===== src/rtl/common_types_pkg.sv =====
// Types shared between the control unit and its downstream execution blocks.
package common_types_pkg;

  typedef logic [63:0] dword_t;

  typedef enum logic [1:0] {
    StIdle,
    StCalc,
    StDone
  } mult_state_t;

endpackage


===== src/rtl/mult_unit.sv =====
// Iterative 32x32 multiplier for MUL/MULH/MULHSU/MULHU.
// Operates on magnitudes and applies the product sign once, when leaving CALC.
module mult_unit
  import common_types_pkg::*;
#(
  parameter int unsigned BITS_PER_CYCLE = 2
) (
  input  logic        CLK,
  input  logic        nRST,
  input  logic        start,
  input  logic        flush,
  input  logic [31:0] a,
  input  logic [31:0] b,
  input  logic        half,
  input  logic        signed_a,
  input  logic        signed_b,
  output logic        ready,
  output logic        busy,
  output logic        done,
  output logic [31:0] result
);

  localparam int unsigned ITER = 32 / BITS_PER_CYCLE;
  localparam int unsigned CntW = $clog2(ITER);

  mult_state_t         state_q, state_d;
  dword_t              mcand_q, mcand_d;
  logic [31:0]         mplier_q, mplier_d;
  dword_t              acc_q, acc_d;
  logic [CntW-1:0]     cnt_q, cnt_d;
  logic                neg_q, neg_d;
  logic                half_q, half_d;
  logic [31:0]         result_q, result_d;

  logic [31:0]         a_mag, b_mag;
  dword_t              partial, acc_sum, prod;

  // 0x80000000 maps to itself, which is the right unsigned magnitude.
  assign a_mag = (signed_a && a[31]) ? (~a + 32'd1) : a;
  assign b_mag = (signed_b && b[31]) ? (~b + 32'd1) : b;

  assign partial = mcand_q * {{(64 - BITS_PER_CYCLE){1'b0}}, mplier_q[BITS_PER_CYCLE-1:0]};
  assign acc_sum = acc_q + partial;
  assign prod    = neg_q ? (~acc_sum + 64'd1) : acc_sum;

  always_comb begin
    state_d  = state_q;
    mcand_d  = mcand_q;
    mplier_d = mplier_q;
    acc_d    = acc_q;
    cnt_d    = cnt_q;
    neg_d    = neg_q;
    half_d   = half_q;
    result_d = result_q;

    case (state_q)
      StIdle: begin
        if (start && !flush) begin
          mcand_d  = {32'd0, a_mag};
          mplier_d = b_mag;
          acc_d    = '0;
          cnt_d    = '0;
          neg_d    = (signed_a & a[31]) ^ (signed_b & b[31]);
          half_d   = half;
          state_d  = StCalc;
        end
      end
      StCalc: begin
        if (flush) begin
          state_d = StIdle;
        end else begin
          acc_d    = acc_sum;
          mcand_d  = mcand_q << BITS_PER_CYCLE;
          mplier_d = mplier_q >> BITS_PER_CYCLE;
          cnt_d    = cnt_q + CntW'(1);
          if (cnt_q == CntW'(ITER - 1)) begin
            // Last digit is folded in here, so the result uses acc_sum, not acc_q.
            result_d = half_q ? prod[63:32] : prod[31:0];
            state_d  = StDone;
          end
        end
      end
      StDone:  state_d = StIdle;
      default: state_d = StIdle;
    endcase
  end

  always_ff @(posedge CLK or negedge nRST) begin
    if (!nRST) begin
      state_q  <= StIdle;
      mcand_q  <= '0;
      mplier_q <= '0;
      acc_q    <= '0;
      cnt_q    <= '0;
      neg_q    <= 1'b0;
      half_q   <= 1'b0;
      result_q <= '0;
    end else begin
      state_q  <= state_d;
      mcand_q  <= mcand_d;
      mplier_q <= mplier_d;
      acc_q    <= acc_d;
      cnt_q    <= cnt_d;
      neg_q    <= neg_d;
      half_q   <= half_d;
      result_q <= result_d;
    end
  end

  assign ready  = (state_q == StIdle);
  assign busy   = (state_q != StIdle);
  assign done   = (state_q == StDone);
  assign result = result_q;

endmodule


===== config.mk =====
export PLATFORM = sky130hd
export DESIGN_NAME = mult_unit
export DESIGN_NICKNAME = d
export VERILOG_FILES = /design/src/rtl/common_types_pkg.sv /design/src/rtl/mult_unit.sv
export SDC_FILE = /design/constraint.sdc
export NUM_CORES = 1
export LEC_CHECK = 0
export CORE_MARGIN = 10
export CORE_UTILIZATION = 30
export CTS_BUF_LIST = sky130_fd_sc_hd__clkbuf_4 sky130_fd_sc_hd__clkbuf_8
export DETAILED_ROUTE_END_ITERATION = 10
export HOLD_SLACK_MARGIN = 0.02
export PLACE_DENSITY_LB_ADDON = 0.05
export SLEW_MARGIN = 20
export SYNTH_ARGS = -nofsm -noshare
export SYNTH_HDL_FRONTEND = slang
export SYNTH_SLANG_ARGS = --single-unit

===== constraint.sdc =====
create_clock -name CLK -period 5.45 [get_ports CLK]
set_input_delay 1.09 -clock CLK [delete_from_list [all_inputs] [get_ports CLK]]
set_output_delay 1.09 -clock CLK [all_outputs]
set_load 0.02 [all_outputs]

==> impl_results.md <==
* Outcome: finished, final reports clean
* Synth Warn # at 0
* CTS H-Tree Depth at 4
* Max frequency at 188 MHz
* Post-synthesis cell type count at 87
* Post-Synthesis Cells at between 2000 and 2500
* Final Cycle Share at between 90% and 100%
* Maximum buffer depth of the clock tree at 2
* GRT Overall Usage at 21.8%
* Period minus WS final at 5.33 ns
* P_leak at just under 10 nW
* Final core occ at 37.5%
* Core area at 60700 um^2
* Avg Vias per Cell at 5.41
* Die Wd at approximately 270 um
* Req. time, crit path at a little over 6 ns
* First-pass GRT wire length at 120 mm
* GP Congestion at 0.943
* Number of max-cap violations at 0
* Worst setup SP type: flip-flop
* Slew HR at 28.6%
* Initial DRC count at about 1200
* #FFs+latches synth at 200
* Reg-to-Reg Start: mplier_q[1]$_DFFE_PN0P_
* Clk sinks at 200
* Top-area cell type share of the netlist area at 27.1%
* I/O pins at roughly 110
* Port Buffers at 105
* Slew Limit Fails at 0
* Syn Nets at 2625
* Post-Route WL at 77.5 mm
* Final setup viols at 0
* Antenna violation net count after detailed routing at 0
* Most frequent cells in the layout: nand2_1 (418), buf_4 (245), o21ai_0 (216), dfrtp_1 (197), inv_1 (196)
* Clock transition at path regs at approximately 0.14 ns
* Place WS at -0.102 ns
* Hold WC Path Type: in -> async
* CP Max Fanout at 28
* Hold Vio Cnt, Final at 0
* DRC violations left at 0
* Fin nets at ~2900
* DR WL/cell at 22.4 um
* Pwr Density at 352 nW/um^2
* GRT overflow at 0
* Register area share after synthesis at between 20% and 30%
* Async S/R FF share, synth at 100%
* Vias in the first global route at 19000
* Final Cell Area at 22700 um^2
* Avg Cell Area, Syn at about 7.6 um^2
* Peak supply drop at 0.242 mV
* Layout area overhead at 23.0%
* CP Capture Type: flip-flop
* Crit path arrival time at 5.91 ns
* Clock skew at 0.0279 ns
* Worst Slack Setup Final at between 0.1 and 0.15 ns
* Layout cell share with drive strength beyond 1 at 14.4%
* Setup CP Type: reg -> reg
* Total CTS buffers at 17
* Root buffer cell: clkbuf_8
* Worst Setup SP: mplier_q[1]$_DFFE_PN0P_
* Synth area leader: dfrtp_1
* RSZ-0062 raised after global routing: true
* Worst Tran Pin Value at between 1 and 1.5 ns
* Largest net degree at the start of global routing at 99
* Final TNS setup at 0 ns
* CTS tree: yes
* Die Height at 268 um
* Post-Syn Area at between 15000 and 20000 um^2
* Die ar. at 72000 um^2
* Post-Place Cell Area at 21900 um^2
* Post-DP HPWL at 61.9 mm
* Worst skew pair latency at about 0.63 ns
* Total number of vias at 18700
* Filler cell count at 6481
* Top_reg_cell synth: dfrtp_1
* Final hold slack at 0.393 ns
* # rows at 90
* Initial antenna violation count at 3
* Initial Util at 30.5%
* Commonest non-fill, non-tap cell in the layout: nand2_1
* Synth area leaders: dfrtp_1 (27%), nand2_1 (8.5%), fa_1 (6.8%)
* Count of flip-flops with a built-in enable after synthesis at 0
* Pre-antenna DRT Iters at 6
## cells by family (layout without fill, tap and decap cells)
family / after synthesis / after routing / synth area share (%)
AOI/OAI and AO/OA: 741 / 741 / 25.7
and+or+nand+nor: 885 / 885 / 22.5
muxes: 22 / 22 / 1.26
DFF: 200 / 200 / 27.1
buffers and inverters: 335 / 588 / 6.90
other: 0 / 1 / 0
adders and majority gates: 130 / 130 / 11.4
xor gates and xnor gates: 111 / 111 / 5.26
## cell usage after synthesis, types with 10 or more instances
cell / count
fa_1: 63
nand2_1: 419
nand4_1: 41
inv_1: 196
or4_1: 14
o21ai_0: 225
a211oi_1: 19
a22oi_1: 33
nand2b_1: 12
a21oi_1: 179
a22o_1: 41
o21a_1: 17
a21o_1: 22
and2_1: 27
xnor2_1: 72
xor2_1: 39
nand3_1: 23
dfrtp_1: 200
o22ai_1: 10
mux2_2: 10
and3_1: 19
and4_1: 17
a31oi_1: 18
clkbuf_1: 122
mux2i_1: 12
ha_1: 67
nor4_1: 17
buf_2: 11
o21ai_1: 13
o211ai_1: 25
o31ai_1: 27
or3_1: 25
nor2_1: 177
nor3_1: 49
## layout make-up
class,count,area (um^2),area share (%)
Multi-Input combinational cell,1889,12600,55.2
Sequential cell,200,5010,22.0
Timing Repair Buffer,358,3050,13.4
Tap cell,782,978,4.30
Inverter,198,743,3.27
Clock buffer,17,234,1.03
Clock inverter,15,176,0.776
Antenna cell,1,2.50,0.0110
## metal layers
layer  GRT usage (%)  up-vias  part of all wire [%]
met2            36.7      354                    48
met5               0        -                     0
met1            29.5     9278                    47
li1                -     9044                     -
met3            2.33       54                   3.4
met4            5.21        0                   1.7
## flip-flops by register name, summed over array words and instances, names as in the netlist
name and count:
acc_q 64, cnt_q 4, half_q 1, mplier_q 32, mcand_q 64, neg_q 1
result 32, state_q 2
## worst max-delay path: stages, from the launching register on
cell       delay [ns]
dfrtp_2          0.45
buf_12           0.16
and2_1           0.16
fa_1             0.46
ha_1             0.41
nand4_1          0.24
buf_4            0.23
nor3_2           0.31
a2111oi_4        0.14
a21oi_1          0.35
a31oi_1          0.17
xnor2_1          0.19
or4_4            0.57
or4_1            0.54
buf_4            0.19
or4_1            0.47
nand4_1          0.10
mux2_2           0.14
## where the power goes
part | switching, mW | internal (mW) | leakage [nW]
logic | 3.01 | 1.96 | 6.99
clock network | 0.730 | 0.350 | 0.207
registers | 0.242 | 1.72 | 2.68
total | 3.98 | 4.03 | 9.87
## per-stage QoR
step,total power [mW],std cells
finish,8.01,3460
global route,8.62,3460
CTS,7.99,3452
detailed placement,6.84,3416
global placement,6.85,3416
floorplan,4.63,2424
## final timing paths
kind                                                end  slack [ns]  cells past startpoint
max in group asynchronous            half_q$_DFFE_PN0P_        3.95                      2
worst max register to register   result[19]$_DFFE_PN0P_        0.12                     17
worst max-delay path             result[19]$_DFFE_PN0P_        0.12                     17
worst min-delay path            mcand_q[22]$_DFFE_PN0P_        0.39                      1
worst min register to register    acc_q[47]$_DFFE_PN0P_        0.50                      2
min in group CLK                  acc_q[47]$_DFFE_PN0P_        0.50                      2
## what timing repair did
item                                    CTS  global route
endpoints found under the setup margin    8            31
setup buffers                             4             7
gates resized for setup                   9            61
pin swaps                                 2             7
hold buffers                              0             0
(Power assumes the default switching activity.)
